**config.mk**
```make
export PLATFORM = sky130hd
export DESIGN_NAME = rf_wport_arbiter
export DESIGN_NICKNAME = d
export VERILOG_FILES = /design/src/rtl/rf_wport_arbiter.sv
export SDC_FILE = /design/constraint.sdc
export NUM_CORES = 1
export LEC_CHECK = 0
export CELL_PAD_IN_SITES_DETAIL_PLACEMENT = 2
export CELL_PAD_IN_SITES_GLOBAL_PLACEMENT = 2
export CORE_MARGIN = 2
export CORE_UTILIZATION = 30
export DETAILED_ROUTE_END_ITERATION = 10
export PLACE_DENSITY_LB_ADDON = 0.1
export SETUP_SLACK_MARGIN = 0.15
export SYNTH_ARGS = -nofsm -noshare
export SYNTH_HDL_FRONTEND = slang
export SYNTH_SLANG_ARGS = --single-unit
```
**constraint.sdc**
```tcl
create_clock -name clk -period 7.6 [get_ports clk]
set_input_delay 0.76 -clock clk [delete_from_list [all_inputs] [get_ports clk]]
set_output_delay 0.76 -clock clk [all_outputs]
set_load 0.02 [all_outputs]
```
**src/rtl/rf_wport_arbiter.sv**
```systemverilog
// rf_wport_arbiter
// Shares the single register-file write port between the in-order WB stage
// and a long-latency unit (multiplier/divider). WB normally owns the port;
// LU results queue in a small FIFO and drain in idle slots. A starvation
// counter can stall WB for one cycle to let the FIFO head drain. pend_mask
// tells ID which registers still have a buffered LU result in flight.
module rf_wport_arbiter #(
  parameter int FIFO_DEPTH   = 2,
  parameter int STARVE_LIMIT = 4
) (
  input  logic                          clk,
  input  logic                          resetn,
  input  logic [37:0]                   wb_rf_zip,
  output logic                          wb_stall,
  input  logic                          lu_valid,
  output logic                          lu_ready,
  input  logic [4:0]                    lu_waddr,
  input  logic [31:0]                   lu_wdata,
  output logic                          rf_we,
  output logic [4:0]                    rf_waddr,
  output logic [31:0]                   rf_wdata,
  output logic [31:0]                   pend_mask,
  output logic [$clog2(FIFO_DEPTH):0]   fifo_cnt
);

  localparam int DATA_W = 32;
  localparam int ADDR_W = 5;
  localparam int PTR_W  = $clog2(FIFO_DEPTH);
  localparam int CNT_W  = PTR_W + 1;
  localparam int SC_W   = $clog2(STARVE_LIMIT + 1);

  // Starvation counter advance that sticks once the forcing threshold is hit.
  function automatic logic [SC_W-1:0] starve_sat_inc(input logic [SC_W-1:0] c);
    if (c == SC_W'(STARVE_LIMIT)) begin
      return c;
    end
    return c + 1'b1;
  endfunction

  // Ring offset of a slot from the read pointer; wraps because depth is 2^n.
  function automatic logic [PTR_W-1:0] ring_off(input logic [PTR_W-1:0] idx,
                                                input logic [PTR_W-1:0] base);
    return idx - base;
  endfunction

  // WB request fields
  logic              wb_we;
  logic [ADDR_W-1:0] wb_waddr;
  logic [DATA_W-1:0] wb_wdata;
  logic              wb_req;

  // FIFO control state
  logic [PTR_W-1:0]  rd_ptr;
  logic [PTR_W-1:0]  wr_ptr;
  logic [CNT_W-1:0]  cnt;
  logic [SC_W-1:0]   starve_cnt;

  // FIFO payload (not reset: liveness is defined by the pointers/count)
  logic [ADDR_W-1:0] ent_waddr [FIFO_DEPTH];
  logic [DATA_W-1:0] ent_wdata [FIFO_DEPTH];

  logic              head_req;
  logic              starve_hit;
  logic              grant_head;
  logic              grant_wb;
  logic              fifo_full;
  logic              push;
  logic              pop;
  logic [ADDR_W-1:0] head_waddr;
  logic [DATA_W-1:0] head_wdata;

  assign wb_we    = wb_rf_zip[37];
  assign wb_waddr = wb_rf_zip[36:32];
  assign wb_wdata = wb_rf_zip[31:0];

  // A write to r0 never contends for the port.
  assign wb_req   = wb_we & (wb_waddr != '0);

  assign head_req   = (cnt != '0);
  assign head_waddr = ent_waddr[rd_ptr];
  assign head_wdata = ent_wdata[rd_ptr];

  // The head wins either because it has waited long enough, or because WB is idle.
  assign starve_hit = head_req & (starve_cnt == SC_W'(STARVE_LIMIT));
  assign grant_head = starve_hit | (head_req & ~wb_req);
  assign grant_wb   = wb_req & ~starve_hit;

  // Acceptance depends on occupancy alone so LU never sees a pop-dependent path.
  assign fifo_full = (cnt == CNT_W'(FIFO_DEPTH));
  assign push      = lu_valid & ~fifo_full;
  assign pop       = grant_head;

  assign lu_ready  = resetn & ~fifo_full;
  assign wb_stall  = resetn & starve_hit & wb_req;
  assign fifo_cnt  = cnt;

  // Write-port mux; forced quiet while reset is asserted.
  always_comb begin
    rf_we    = 1'b0;
    rf_waddr = '0;
    rf_wdata = '0;
    if (resetn) begin
      if (grant_head) begin
        // An r0 entry is still popped, just not written.
        rf_we    = (head_waddr != '0);
        rf_waddr = head_waddr;
        rf_wdata = head_wdata;
      end else if (grant_wb) begin
        rf_we    = 1'b1;
        rf_waddr = wb_waddr;
        rf_wdata = wb_wdata;
      end
    end
  end

  // Pointer and occupancy tracking; push and pop in one cycle leave cnt unchanged.
  always_ff @(posedge clk or negedge resetn) begin
    if (!resetn) begin
      rd_ptr <= '0;
      wr_ptr <= '0;
      cnt    <= '0;
    end else begin
      if (push) begin
        wr_ptr <= wr_ptr + 1'b1;
      end
      if (pop) begin
        rd_ptr <= rd_ptr + 1'b1;
      end
      case ({push, pop})
        2'b10:   cnt <= cnt + 1'b1;
        2'b01:   cnt <= cnt - 1'b1;
        default: cnt <= cnt;
      endcase
    end
  end

  // Count cycles the head is denied; any pop or an empty FIFO restarts the count.
  always_ff @(posedge clk or negedge resetn) begin
    if (!resetn) begin
      starve_cnt <= '0;
    end else if (pop || !head_req) begin
      starve_cnt <= '0;
    end else begin
      starve_cnt <= starve_sat_inc(starve_cnt);
    end
  end

  // Capture LU result payload into the slot at the write pointer.
  always_ff @(posedge clk) begin
    if (push) begin
      ent_waddr[wr_ptr] <= lu_waddr;
      ent_wdata[wr_ptr] <= lu_wdata;
    end
  end

  // Pending mask from registered state: one bit per live entry's target register.
  always_comb begin
    pend_mask = '0;
    for (int i = 0; i < FIFO_DEPTH; i++) begin
      if ({1'b0, ring_off(PTR_W'(i), rd_ptr)} < cnt) begin
        pend_mask[ent_waddr[i]] = 1'b1;
      end
    end
    pend_mask[0] = 1'b0;
  end

endmodule

```
==> out/qor.yml <==
run_status: "finished clean"
multiInputGateArea_sq_um: 1430
synthArstFlopShare: 0.0864
cts_tree: "built"
worstMarginPinSlew_ns: 1.21
grt_max_degree: 40
clk_latency_ns: 0.34
synth_cell_types: 40
holdWs_ns: 0.554
core-area_sq_um: 13200
crit_type: "in2out"
viasPerCell: 5.06
dr.pass1.iters: 4
path_max_fanout: 37
cts_setup_buffers: 0
antenna_found_initial: 0
synth-seq-cells: 81
skew_ns: 0.00609
slew_headroom: 0.191
placedCellCount: 622
dieArea_sq_um: 14500
hold_viol: 0
final_nets: 538
cts-resized-gates: 0
finalSetupTns_ns: 0
rows: 42
port_buffers: 150
rsz0062_at_grt: "false"
cts_inserted_buffers: 9
vias: 3226
setup_viol: 0
synth_area_sq_um: 4070
synth_warnings: 0
cp-start-kind: "input port"
synth_seq_area_share: 0.590
powerDensity_nw_per_um2: 297
hold_buffers: 0
overflow: 0
avgSynthCellArea_sq_um: 12.7
worstPathArrival_ns: 3.71
min_period_ns: 4.47
place_congestion: 0.770
drt-total-wl_um: 12000
post-route-period-util: 0.588
synthCells: 319
diodes: 0
start_util: 0.307
cts_buffer_depth: 2
setup.worst_path.end_class: "primary output"
timing.final.max_slew_violations: 0
grt_pass1_wl_um: 19000
ir_drop_mv: 0.117
stdcell_count: 637
cts_max_level: 3
drc: 0
num_io_pins: 152
die_w_um: 120
detail-route-antenna-nets: 0
met3_usage: 0.0486
grt_usage: 0.169
cts_root_buffer: "clkbuf_16"
fmax_ghz: 0.224
synth_flop_cell: "edfxtp_1"
use_met2: 0.290
leakage_nw: 2.14
finalInstanceArea_sq_um: 5970
wl_per_cell_um: 18.9
clkTransAtPathRegs_ns: 0.06
utilization: 0.451
clkSinkCount: 81
cap_violations: 0
drtIter0Drc: 81
fp.dieH_um: 120
hold_path_class: "reg2reg"
fillers: 1362
drive_above_1_share: 0.0672
post-dp-hpwl_um: 8640
regArea_sq_um: 2400
synth_edf_count: 74
grt.busiest_layer: "met2"
grt_pass1_vias: 3507
dpl_cell_area_sq_um: 5710
met1_usage: 0.206
cp.required_ns: 6.84
area_growth_pct: 46.8
syn_nets: 400
[cell type report]
cell class,instances,area share
inverters,38,0.0239
multi-input cells,175,0.240
flip-flops and latches,81,0.402
clock inverters,3,0.00315
clock buffers,12,0.0396
well taps,176,0.0369
repair buffers,152,0.254
[worst max-delay path: stages]
cell and delay [ns]:
clkdlybuf4s50_1 0.43, or4_1 0.68, o2111ai_4 0.96, o32ai_1 0.25, clkdlybuf4s50_1 0.61
[state kept, by name (all words and copies together), names as in the netlist]
name and count:
ent_wdata 64, ent_waddr 10, starve_cnt 3, fifo_cnt 2, rd_ptr 1, wr_ptr 1
[cell families (layout without fill, tap and decap cells)]
group,count (synthesis),count (layout),synth area share
buf+inv,63,205,0.0656
simple gates,45,45,0.0643
mux,37,37,0.0911
xor+xnor,6,6,0.0129
fa+ha+maj,3,3,0.00923
compound gates,83,83,0.166
flops,81,81,0.590
other cells,1,1,0.000922
[layout by cell type, fill, tap and decap left out, types with 3 or more instances in the layout]
| cell | instances |
|---|---|
| o32ai_1 | 29 |
| o22ai_1 | 32 |
| or3b_2 | 3 |
| clkbuf_16 | 9 |
| edfxtp_1 | 74 |
| o32ai_2 | 7 |
| nand2_1 | 6 |
| nand3b_1 | 8 |
| mux2i_1 | 37 |
| ha_1 | 3 |
| and3_1 | 3 |
| nor2_1 | 7 |
| xor2_1 | 3 |
| nand3_1 | 4 |
| xnor2_1 | 3 |
| o21ai_1 | 3 |
| nor2b_1 | 3 |
| clkdlybuf4s50_1 | 150 |
| dfrtp_1 | 6 |
| inv_1 | 38 |
| clkbuf_1 | 3 |
[cells in the mapped netlist, drive strengths merged, types with 3 or more instances]
cell type  count  area share
edfxtp        74        0.55
inv           38       0.035
mux2i         37       0.091
o32ai         36       0.090
o22ai         32       0.049
clkbuf        15       0.014
buf           10       0.017
nand3b         8       0.015
nor2           8      0.0074
dfrtp          7       0.043
nand2          6      0.0055
o21ai          5      0.0062
and3           4      0.0062
nand3          4      0.0049
ha             3      0.0092
nor2b          3      0.0046
or3b           3      0.0065
xnor2          3      0.0065
xor2           3      0.0065
[worst paths after layout]
kind	from	to	slack, ns	depth (start not counted)
setup / recovery	wb_rf_zip[33]	rf_wdata[15]	3.13	5
hold / removal	wr_ptr	wr_ptr	0.55	1
setup reg to reg	starve_cnt[0]	starve_cnt[2]	5.50	5
hold reg to reg	wr_ptr	wr_ptr	0.55	1
max in group asynchronous	resetn	rd_ptr	6.39	1
min in group asynchronous	resetn	fifo_cnt[0]	0.79	1
[layer usage]
| metal | routed length, um | up-vias | share of wire |
|---|---|---|---|
| li1 | - | 1516 | - |
| met4 | 148 | 0 | 0.012 |
| met1 | 5060 | 1602 | 0.42 |
| met2 | 6050 | 96 | 0.50 |
| met5 | 0 | - | 0 |
| met3 | 759 | 12 | 0.063 |
[where the power goes]
part | leakage, nW | switching (mW) | internal, mW
Combinational | 1.24 | 0.391 | 0.301
Clock | 0.126 | 0.163 | 0.219
Sequential | 0.773 | 0.0831 | 0.613
[through the flow]
step                setup WS [ns]  power [mW]
finish                       3.13        1.77
CTS                          3.07        1.80
global route                 2.97        1.87
floorplan                    4.44        1.11
detailed placement           3.09        1.42
global placement             3.15        1.39
No activity file was read; power rests on OpenSTA's default activity.
